### config.mk
export PLATFORM = sky130hd
export DESIGN_NAME = adv_input_ctrl
export DESIGN_NICKNAME = d
export VERILOG_FILES = /design/src/rtl/adv_pkg.sv /design/src/rtl/btn_debounce.sv /design/src/rtl/adv_input_ctrl.sv
export SDC_FILE = /design/constraint.sdc
export NUM_CORES = 1
export LEC_CHECK = 0
export CAP_MARGIN = 10
export CORE_MARGIN = 5
export CORE_UTILIZATION = 57
export CTS_CLUSTER_SIZE = 20
export DETAILED_ROUTE_END_ITERATION = 6
export PLACE_DENSITY = 0.79
export SLEW_MARGIN = 20
export SYNTH_ARGS = -nofsm -noshare
export SYNTH_HDL_FRONTEND = slang
export SYNTH_SLANG_ARGS = --single-unit
### constraint.sdc
create_clock -name clk -period 2.7 [get_ports clk]
set_input_delay 0.27 -clock clk [delete_from_list [all_inputs] [get_ports clk]]
set_output_delay 0.27 -clock clk [all_outputs]
set_load 0.01 [all_outputs]
### src/rtl/adv_pkg.sv
// Shared types and constants for the adventure-game input front end.
package adv_pkg;

  typedef enum logic {NO_SWORD, HAS_SWORD} sword_state_t;
  typedef enum logic {PLAY, OVER} game_state_t;

  localparam int unsigned DIR_N = 0;
  localparam int unsigned DIR_S = 1;
  localparam int unsigned DIR_E = 2;
  localparam int unsigned DIR_W = 3;

  localparam int unsigned DEBOUNCE_CYCLES_DEFAULT = 4;
  localparam int unsigned DB_W_DEFAULT            = 3;

endpackage

### src/rtl/btn_debounce.sv
// One button: 2-flop synchronizer, stability counter, accepted level and
// a registered single-cycle pulse on each accepted 0->1 transition.
module btn_debounce #(
  parameter int unsigned DEBOUNCE_CYCLES = adv_pkg::DEBOUNCE_CYCLES_DEFAULT,
  parameter int unsigned DB_W            = adv_pkg::DB_W_DEFAULT
) (
  input  logic clk,
  input  logic reset,
  input  logic btn_raw,
  output logic press
);

  logic            sync1_q, sync1_d;
  logic            sync2_q, sync2_d;
  logic            stable_q, stable_d;
  logic            press_q, press_d;
  logic [DB_W-1:0] cnt_q, cnt_d;

  always_comb begin
    sync1_d  = btn_raw;
    sync2_d  = sync1_q;
    stable_d = stable_q;
    cnt_d    = '0;
    // The DEBOUNCE_CYCLES-th consecutive differing sample is accepted.
    if (sync2_q != stable_q) begin
      if (cnt_q == DB_W'(DEBOUNCE_CYCLES - 1)) begin
        stable_d = sync2_q;
      end else begin
        cnt_d = cnt_q + 1'b1;
      end
    end
    press_d = stable_d & ~stable_q;
  end

  // Accepted level resets high so a button held through reset stays silent.
  always_ff @(posedge clk) begin
    if (reset) begin
      sync1_q  <= 1'b0;
      sync2_q  <= 1'b0;
      stable_q <= 1'b1;
      press_q  <= 1'b0;
      cnt_q    <= '0;
    end else begin
      sync1_q  <= sync1_d;
      sync2_q  <= sync2_d;
      stable_q <= stable_d;
      press_q  <= press_d;
      cnt_q    <= cnt_d;
    end
  end

  assign press = press_q;

endmodule

### src/rtl/adv_input_ctrl.sv
// Input front end for the room machine: debounced, arbitrated move pulses,
// sword possession tracking and game-over lockout.
module adv_input_ctrl
  import adv_pkg::*;
#(
  parameter int unsigned DEBOUNCE_CYCLES = adv_pkg::DEBOUNCE_CYCLES_DEFAULT,
  parameter int unsigned DB_W            = adv_pkg::DB_W_DEFAULT
) (
  input  logic clk,
  input  logic reset,
  input  logic btn_n,
  input  logic btn_s,
  input  logic btn_e,
  input  logic btn_w,
  input  logic sw,
  input  logic d,
  input  logic win,
  output logic n,
  output logic s,
  output logic e,
  output logic w,
  output logic v,
  output logic game_over
);

  logic [3:0]   btn_raw;
  logic [3:0]   press;
  logic [3:0]   dir_q, dir_d;
  sword_state_t sword_q, sword_d;
  game_state_t  game_q, game_d;

  assign btn_raw[DIR_N] = btn_n;
  assign btn_raw[DIR_S] = btn_s;
  assign btn_raw[DIR_E] = btn_e;
  assign btn_raw[DIR_W] = btn_w;

  for (genvar i = 0; i < 4; i++) begin : g_db
    btn_debounce #(
      .DEBOUNCE_CYCLES(DEBOUNCE_CYCLES),
      .DB_W           (DB_W)
    ) u_db (
      .clk    (clk),
      .reset  (reset),
      .btn_raw(btn_raw[i]),
      .press  (press[i])
    );
  end

  // Simultaneous presses are dropped entirely; OVER freezes moves and sword.
  always_comb begin
    sword_d = sword_q;
    game_d  = game_q;
    dir_d   = '0;
    if (game_q == PLAY) begin
      if (d || win) game_d = OVER;
      if (sw) sword_d = HAS_SWORD;
      if ($onehot(press)) dir_d = press;
    end
  end

  always_ff @(posedge clk) begin
    if (reset) begin
      sword_q <= NO_SWORD;
      game_q  <= PLAY;
      dir_q   <= '0;
    end else begin
      sword_q <= sword_d;
      game_q  <= game_d;
      dir_q   <= dir_d;
    end
  end

  assign n         = dir_q[DIR_N];
  assign s         = dir_q[DIR_S];
  assign e         = dir_q[DIR_E];
  assign w         = dir_q[DIR_W];
  assign v         = (sword_q == HAS_SWORD);
  assign game_over = (game_q == OVER);

endmodule

==> results of run 1 <==
## cells in the final DEF, fill, tap and decap left out, types with 2 or more instances in the layout
cell,Yosys,final
nor4_2,2,2
nor4b_2,4,4
clkdlybuf4s50_1,0,14
nor4_1,6,6
clkbuf_4,0,5
nand2b_1,3,3
nor2b_1,8,8
nand2_1,4,4
and3_1,4,4
ha_1,10,10
nor2_1,2,2
or2b_1,2,2
inv_1,10,10
nor3_1,5,5
dfxtp_1,34,34
xnor2_1,4,4
nand3b_1,4,4
## worst paths after layout
| check | end |
|---|---|
| min | g_db[3].u_db.cnt_q[0]$_SDFF_PP0_ |
| max reg2reg | dir_q[3]$_SDFF_PP0_ |
| min reg2reg | g_db[3].u_db.cnt_q[0]$_SDFF_PP0_ |
| max | dir_q[3]$_SDFF_PP0_ |
## flip-flops by register name, indices dropped and copies added, names as in the netlist
| register | flops |
|---|---|
| game_over | 1 |
| dir_q | 4 |
| g_db.u_db.sync2_q | 4 |
| g_db.u_db.sync1_q | 4 |
| v | 1 |
| g_db.u_db.cnt_q | 12 |
| g_db.u_db.stable_q | 4 |
| g_db.u_db.press | 4 |
## routing by layer
layer / global-route usage [%] / vias to the layer above
met2: 22.4 / 20
met1: 13.8 / 339
met5: 0 / -
met3: 7.13 / 6
li1: - / 402
met4: 8.94 / 0
## cell families after synthesis
logic type                 Yosys count  synth area share (%)
buffers and inverters               13                  4.91
xor gates and xnor gates             4                  2.81
DFF                                 34                  54.5
adders and majority gates           11                  11.6
AOI/OAI and AO/OA                    1                 0.400
and+or+nand+nor                     45                  25.8
## critical path: stages (launching register included)
cell and delay, ps:
dfxtp_1 320, inv_1 50, fa_1 530, inv_1 40, ha_1 170, ha_1 290, nor3b_2 220, and3_1 180
## power by group
part           internal (mW)  switching (mW)
clock network          0.117           0.145
logic                 0.0587          0.0425
registers              0.537          0.0186
## stage by stage
stage,util [%],hold WS [ps],setup slack (ps),cells,instance area [um^2]
after CTS,67.9,441,827,154,1460
after global routing,67.9,466,718,154,1460
after detailed placement,65.5,428,857,148,1410
after global placement,65.5,415,914,148,1410
after floorplan,-,390,953,108,1250
final,67.9,445,842,154,1460
## final cells by class
type	instances	share of cell area, %
Sequential cell	34	46.7
Multi-Input combinational cell	61	34.7
Timing Repair Buffer	15	10.1
Clock buffer	6	3.52
Inverter	10	2.57
Tap cell	28	2.40
==> results_dict.tcl, run 1 <==
set metrics [dict create \
    status "completed" \
    rsz0062_at_grt "no" \
    fin_total_pwr_mw 0.919 \
    synth_edf_count 0 \
    start_kind "flop" \
    slew-limit-headroom_pct 65.7 \
    yosysMostFrequentCell "dfxtp_1" \
    max_freq_mhz 538 \
    wire_per_inst_um 11.8 \
    diodes 0 \
    peakVddDrop_mv 0.446 \
    cts_sinks 34 \
    postRouteAntennaNets 0 \
    insertion_delay_ps 320 \
    syn_to_final_growth_pct 16.8 \
    ys_types 21 \
    grt_use_total_pct 13.8 \
    rows 17 \
    routed_via_density 4.98 \
    ys_seq_area_share_pct 54.5 \
    min-delay-start "g_db[3].u_db.cnt_q[0]$_SDFF_PP0_" \
    met1_length_um 764 \
    grt_start_max_net_pins 19 \
    worstPathArrival_ps 2120 \
    cts_tree "done" \
    grt_antenna_before_repair 0 \
    drc 0 \
    die_w_um 56.8 \
    yosys_most_used_dff "dfxtp_1" \
    yosys-top-cells-area "dfxtp_1 55%, ha_1 10%, nor4b_2 4.8%, nor2b_1 4.0%, inv_1 3.0%" \
    cts_max_path_buffers 2 \
    end_kind "flop" \
    path_class "reg -> reg" \
    wl_met3_um 133 \
    core_um2 2150 \
    grt_overflow 0 \
    worstMarginPinSlew_ps 513 \
    place_congestion 0.719 \
    clkTransAtPathRegs_ps 90 \
    ctsResizeCount 0 \
    die_height_um 56.8 \
    dpl.hpwl_mm 1.37 \
    syn_area_um2 1250 \
    root_buffer "clkbuf_4" \
    async_flop_share_pct 0 \
    syn_nets 128 \
    die-area_um2 3230 \
    finClkSkew_ps 6.02 \
    crit_required_ps 2960 \
    vias 767 \
    wl_mm 1.81 \
    finalSetupTns_ps 0 \
    power_density_nw_per_um2 630 \
    top_layer_used "met4" \
    finalSetupViolCount 0 \
    drive_above_1_share_pct 11.1 \
    timing.final.crit_share_pct 68.8 \
    cts_hold_buf 0 \
    finalHoldViolCount 0 \
    ff2ff_setup_slack_ps 840 \
    fillers 177 \
    wl_met2_um 856 \
    drv_cap 0 \
    leakage_nw 0.599 \
    ys_ff_latch 34 \
    ff2ff_path_depth 7 \
    crit_start "g_db[0].u_db.press$_SDFF_PP0_" \
    ff_latch_area_um2 681 \
    synthCells 108 \
    first_pass_iters 4 \
    pin_count 15 \
    port_buffers 14 \
    avgSynthCellArea_um2 11.6 \
    synth_top_area_share_pct 54.5 \
    grt_first_pass_wirelength_mm 3.24 \
    report.final.slew_viol_count 0 \
    htree_levels 2 \
    grt_pass1_vias 774 \
    holdPathStages 1 \
    postCtsSetupBuffers 0 \
    start_util_pct 58.1 \
    synth_common_cells "34 x dfxtp_1, 10 x ha_1, 10 x inv_1" \
    multi_input_area_um2 507 \
    nets 147 \
    yosys.area.top_type "dfxtp_1" \
    worstPathMaxFanout 4 \
    finalCriticalPeriod_ps 1860 \
    r2r_start "g_db[0].u_db.press$_SDFF_PP0_" \
    first_iter_violations 11 \
    hold_path.class "reg -> reg" \
    cts_buffers 5 \
    ys_warn_count 0 \
]
Power figures use the tool's default switching activity.
==> run 2, diff against run 1 <==
--- a/config.mk
+++ b/config.mk
@@ -7,10 +7,10 @@
 export LEC_CHECK = 0
 export CAP_MARGIN = 10
 export CORE_MARGIN = 5
-export CORE_UTILIZATION = 57
+export CORE_UTILIZATION = 53
 export CTS_CLUSTER_SIZE = 20
 export DETAILED_ROUTE_END_ITERATION = 6
-export PLACE_DENSITY = 0.79
+export PLACE_DENSITY = 0.74
 export SLEW_MARGIN = 20
 export SYNTH_ARGS = -nofsm -noshare
 export SYNTH_HDL_FRONTEND = slang
==> constraint.sdc (replaced) <==
create_clock -name clk -period 1.9 [get_ports clk]
set_input_delay 0.19 -clock clk [delete_from_list [all_inputs] [get_ports clk]]
set_output_delay 0.19 -clock clk [all_outputs]
set_load 0.01 [all_outputs]
==> run 2 against run 1 <==
Compared with the run above: core utilization is 1.1 points lower; clock skew up 1.5 ps; count of clock-buffer cells in the layout rose by 1; largest cell class unchanged; routed wire length shrank 2.8%; power increased by 44%; worst setup slack lost 740 ps; via count increased by 0.52%; non-clock buffer count unchanged; register-to-register slack lost 740 ps; cell count up 1.3%; sequential power is 42% higher; die area increased by 6.2%.
==> results_dict.tcl, run 2 (same netlist as run 1, synthesis figures left out) <==
set metrics [dict create \
    crit_path_top_delay_cell "fa_1" \
    die-area_um2 3430 \
    grt_first_pass_wirelength_mm 2.98 \
    worstPathArrival_ps 2070 \
    clkTransAtPathRegs_ps 100 \
    finClkSkew_ps 7.53 \
    fillers 182 \
    drv_cap 0 \
    leakage_nw 0.598 \
    cpMostUsedCell "inv_1" \
    hold_path.class "in -> reg" \
    setup_slack_ps 101 \
    grt_antenna_before_repair 0 \
    multi_input_area_um2 528 \
    die_height_um 58.5 \
    finalSetupTns_ps 0 \
    pwr-share-seq_pct 59.4 \
    grt_pass1_vias 767 \
    peakVddDrop_mv 0.622 \
    cts_max_path_buffers 2 \
    largest_reg_flops 12 \
    status "completed" \
    finalHoldViolCount 0 \
    p_clk_share_pct 29.9 \
    wl_met3_um 153 \
    wl_met2_um 793 \
    port_buffers 14 \
    dpl.hpwl_mm 1.24 \
    timing.final.crit_share_pct 94.7 \
    slew-limit-headroom_pct 76.9 \
    whs_ps 410 \
    nets 147 \
    post-place-ws_ps 34.7 \
    grt_start_max_net_pins 32 \
    pin_count 15 \
    drive_above_1_share_pct 14.8 \
    wl_mm 1.76 \
    final_cell_mix "32 x dfxtp_1, 14 x clkdlybuf4s50_1, 10 x inv_1, 8 x nor2b_1, 8 x ha_1" \
    path_cells "inv_1 -> fa_1 -> inv_1 -> ha_2 -> ha_4 -> nor3b_4 -> and3_1" \
    final_cell_count_no_fill 156 \
    final_cell_area_um2 1490 \
    crit_path_max_incr_delay_ps 530 \
    met1_length_um 771 \
    postCtsSetupBuffers 0 \
    dp_cells 148 \
    vias 771 \
    p_sw_share_pct 22.7 \
    cts_tree "done" \
    cts_sinks 34 \
    finalCriticalPeriod_ps 1800 \
    switchingPower_mw 0.301 \
    htree_levels 2 \
    diodes 0 \
    ctsResizeCount 0 \
    insertion_delay_ps 330 \
    ff2ff_setup_slack_ps 100 \
    top_layer_used "met4" \
    rsz0062_at_grt "no" \
    worstPathMaxFanout 4 \
    first_iter_violations 13 \
    cts_buffers 5 \
    final_common_cell "dfxtp_1" \
    report.final.slew_viol_count 0 \
    syn_to_final_growth_pct 19.4 \
    rows 17 \
    grt_use_total_pct 12.0 \
    grt_overflow 0 \
    start_util_pct 55.9 \
    worstMarginPinSlew_ps 343 \
    core_um2 2230 \
    start_kind "flop" \
    cts_hold_buf 0 \
    crit_required_ps 2170 \
    root_buffer "clkbuf_4" \
    routed_via_density 4.94 \
    wire_per_inst_um 11.3 \
    place_congestion 0.706 \
    path_class "reg -> reg" \
    comb_power_share_pct 10.8 \
    first_pass_iters 3 \
    drc 0 \
    placed_cell_area_um2 1410 \
    top_register "g_db.u_db.cnt_q" \
    ff_latch_area_um2 683 \
    finalSetupViolCount 0 \
    die_w_um 58.5 \
    postRouteAntennaNets 0 \
    power_density_nw_per_um2 890 \
    max_freq_mhz 556 \
    internal-power_mw 1.03 \
    end_kind "flop" \
]
[run 2: power by group through the flow]
| stage | Clock [mW] | Combinational (mW) | Sequential [mW] |
|---|---|---|---|
| 2_1_floorplan | 0 | 0.106 | 0.801 |
| 3_3_place_gp | 0 | 0.137 | 0.802 |
| 3_5_place_dp | 0 | 0.145 | 0.805 |
| 4_1_cts | 0.418 | 0.146 | 0.788 |
| 5_1_grt | 0.444 | 0.167 | 0.795 |
| 6_report | 0.397 | 0.143 | 0.788 |
[run 2: path summary, 6_finish.rpt]
path	startpoint	to	depth (start not counted)
hold reg to reg	g_db[1].u_db.cnt_q[0]$_SDFF_PP0_	g_db[1].u_db.cnt_q[0]$_SDFF_PP0_	1
setup reg to reg	g_db[0].u_db.press$_SDFF_PP0_	dir_q[0]$_SDFF_PP0_	7
setup / recovery	g_db[0].u_db.press$_SDFF_PP0_	dir_q[0]$_SDFF_PP0_	7
hold / removal	btn_s	g_db[1].u_db.sync1_q$_SDFF_PP0_	2
[run 2: per-stage QoR]
| stage | power [mW] | util, % |
|---|---|---|
| floorplan | 0.907 | - |
| global placement | 0.939 | 63.0 |
| detailed placement | 0.950 | 63.0 |
| CTS | 1.35 | 65.7 |
| global route | 1.41 | 66.8 |
| finish | 1.33 | 66.8 |
[run 2: layer usage]
metal  vias up  track usage [%]
li1        405                -
met1       340             11.4
met2        21             20.1
met3         5             6.80
met4         0             6.95
met5         -                0
[run 2: area by class of cell]
cell class	count	area share, %
multi-input cells	61	35.4
repair buffers	15	9.90
clock buffers	7	3.69
well taps	28	2.35
inverters	10	2.52
clock inverters	1	0.336
flip-flops and latches	34	45.8
[run 2: critical path: cells and delay by family (launching register included)]
family / cells / cell delay, ps
flip-flops: 1 / 330
adder cells (fa/ha/maj): 3 / 930
buffers and inverters: 2 / 90
AND/OR/NAND/NOR: 2 / 390
==> run 3, diff against run 2 <==
--- a/config.mk
+++ b/config.mk
@@ -8,7 +8,6 @@
 export CAP_MARGIN = 10
 export CORE_MARGIN = 5
 export CORE_UTILIZATION = 53
-export CTS_CLUSTER_SIZE = 20
 export DETAILED_ROUTE_END_ITERATION = 6
 export PLACE_DENSITY = 0.74
 export SLEW_MARGIN = 20
==> constraint.sdc (replaced) <==
create_clock -name clk -period 1.75 [get_ports clk]
set_input_delay 0.175 -clock clk [delete_from_list [all_inputs] [get_ports clk]]
set_output_delay 0.175 -clock clk [all_outputs]
set_load 0.01 [all_outputs]
==> run 3 against run 2 <==
Compared with the run above: die area stayed put; the run now ends with setup timing left; combinational power is 11% higher; register-to-register slack worse by 110 ps; cell area is 1.2% higher; clock skew is 1.5 ps lower; largest cell class unchanged; critical path type unchanged; power is 8.9% higher; sequential share of layout area is 0.53 points lower; clock power is 8.1% higher; hold slack worse by 12 ps; worst setup slack worse by 110 ps; count of clock-buffer cells in the layout stayed put.
==> results_dict.tcl, run 3 (same netlist as run 1, synthesis figures left out) <==
set metrics [dict create \
    status "finished with violations" \
    failed_checks "setup timing" \
    r2r_start "g_db[3].u_db.press$_SDFF_PP0_" \
    start_util_pct 55.9 \
    grt_use_total_pct 13.4 \
    worstMarginPinSlew_ps 337 \
    cts_sinks 34 \
    finalSetupTns_ps -10.0 \
    finalHoldViolCount 0 \
    fin_total_pwr_mw 1.45 \
    pin_count 15 \
    start_kind "flop" \
    wl_mm 1.85 \
    finalCriticalPeriod_ps 1750 \
    final_cell_count_no_fill 157 \
    largest_reg_flops 12 \
    drv_cap 0 \
    min_to "g_db[1].u_db.sync1_q$_SDFF_PP0_" \
    setup_slack_ps -4.28 \
    clkTransAtPathRegs_ps 90 \
    cts_tree "done" \
    root_buffer "clkbuf_4" \
    grt_pass1_vias 788 \
    min-delay-start "btn_s" \
    rows 17 \
    cts_max_path_buffers 2 \
    grt_start_max_net_pins 17 \
    peakVddDrop_mv 0.693 \
    drive_above_1_share_pct 17.8 \
    drc 0 \
    hold_path.class "in -> reg" \
    holdPathStages 2 \
    ff2ff_setup_slack_ps -4 \
    die_w_um 58.5 \
    final_common_cell "dfxtp_1" \
    dp_cells 149 \
    grt_overflow 0 \
    grt_antenna_before_repair 0 \
    report.final.slew_viol_count 0 \
    port_buffers 14 \
    place_congestion 0.721 \
    postCtsSetupBuffers 0 \
    top_register "g_db.u_db.cnt_q" \
    first_pass_iters 4 \
    timing.final.crit_share_pct 100 \
    dpl.hpwl_mm 1.36 \
    power_density_nw_per_um2 958 \
    core_um2 2230 \
    routed_via_density 5.03 \
    rsz0062_at_grt "yes" \
    leakage_nw 0.601 \
    postRouteAntennaNets 0 \
    worstPathArrival_ps 2020 \
    cts_hold_buf 0 \
    diodes 0 \
    r2r-end "dir_q[2]$_SDFF_PP0_" \
    first_iter_violations 5 \
    htree_levels 2 \
    finClkSkew_ps 5.99 \
    grt_first_pass_wirelength_mm 3.26 \
    ff2ff_path_depth 7 \
    worstPathMaxFanout 4 \
    wire_per_inst_um 11.8 \
    placed_cell_area_um2 1420 \
    max_freq_mhz 570 \
    finalSetupViolCount 3 \
    vias 789 \
    final_cell_mix "32 x dfxtp_1, 14 x clkdlybuf4s50_1, 8 x nor2b_1, 8 x ha_1, 7 x inv_1" \
    nets 148 \
    cts_buffers 5 \
    post-place-ws_ps -106 \
    final_cell_area_um2 1510 \
    path_class "reg -> reg" \
    finalCoreUtilization_pct 67.6 \
    crit_required_ps 2020 \
    die_height_um 58.5 \
    slew-limit-headroom_pct 77.4 \
    insertion_delay_ps 320 \
    whs_ps 398 \
    die-area_um2 3430 \
    syn_to_final_growth_pct 20.8 \
    end_kind "flop" \
]
==> run 3: cell count changes in the layout (fill, tap and decap cells not counted) <==
cell	delta
ha_4	+1
ha_2	-1
buf_4	+1
inv_2	+3
inv_1	-3
==> run 3: worst max path at each step <==
stage                                        from                   to
floorplan           g_db[0].u_db.press$_SDFF_PP0_  dir_q[0]$_SDFF_PP0_
global placement    g_db[0].u_db.press$_SDFF_PP0_  dir_q[0]$_SDFF_PP0_
detailed placement  g_db[0].u_db.press$_SDFF_PP0_  dir_q[2]$_SDFF_PP0_
CTS                 g_db[0].u_db.press$_SDFF_PP0_  dir_q[1]$_SDFF_PP0_
global route        g_db[1].u_db.press$_SDFF_PP0_  dir_q[1]$_SDFF_PP0_
finish              g_db[3].u_db.press$_SDFF_PP0_  dir_q[2]$_SDFF_PP0_
==> run 3: worst max-delay path, stage by stage (launching register included) <==
cell	delay, ps
dfxtp_2	340
inv_2	40
fa_1	540
inv_2	50
ha_4	150
ha_4	210
nor3b_4	190
and3_1	170
==> run 3: report_power, final <==
group          total (mW)  switching, mW  internal (mW)
registers           0.857         0.0281          0.829
logic               0.159         0.0656         0.0935
clock network       0.429          0.234          0.195
total                1.45          0.328           1.12
==> run 3: final cells by class <==
type	count	area [um^2]
sequential	34	683
multi-input combinational	61	538
clock inverter	1	5.00
tap	28	35.0
fill	187	724
inverter	10	37.5
timing repair buffer	16	155
clock buffer	7	55.1
==> run 3: timing repair <==
item | in CTS | in global routing
endpoints found under the hold margin | 0 | 0
endpoints found under the setup margin | 4 | 4
pin swaps | 5 | 5
cloned | 0 | 0
gates resized for setup | 5 | 4
==> run 3: metal layers <==
layer	up-vias	part of all wire (%)	track usage, %
met2	19	47	21.7
li1	406	-	-
met1	359	44	14.0
met5	-	0	0
met3	5	7.1	6.58
met4	0	2.0	7.95
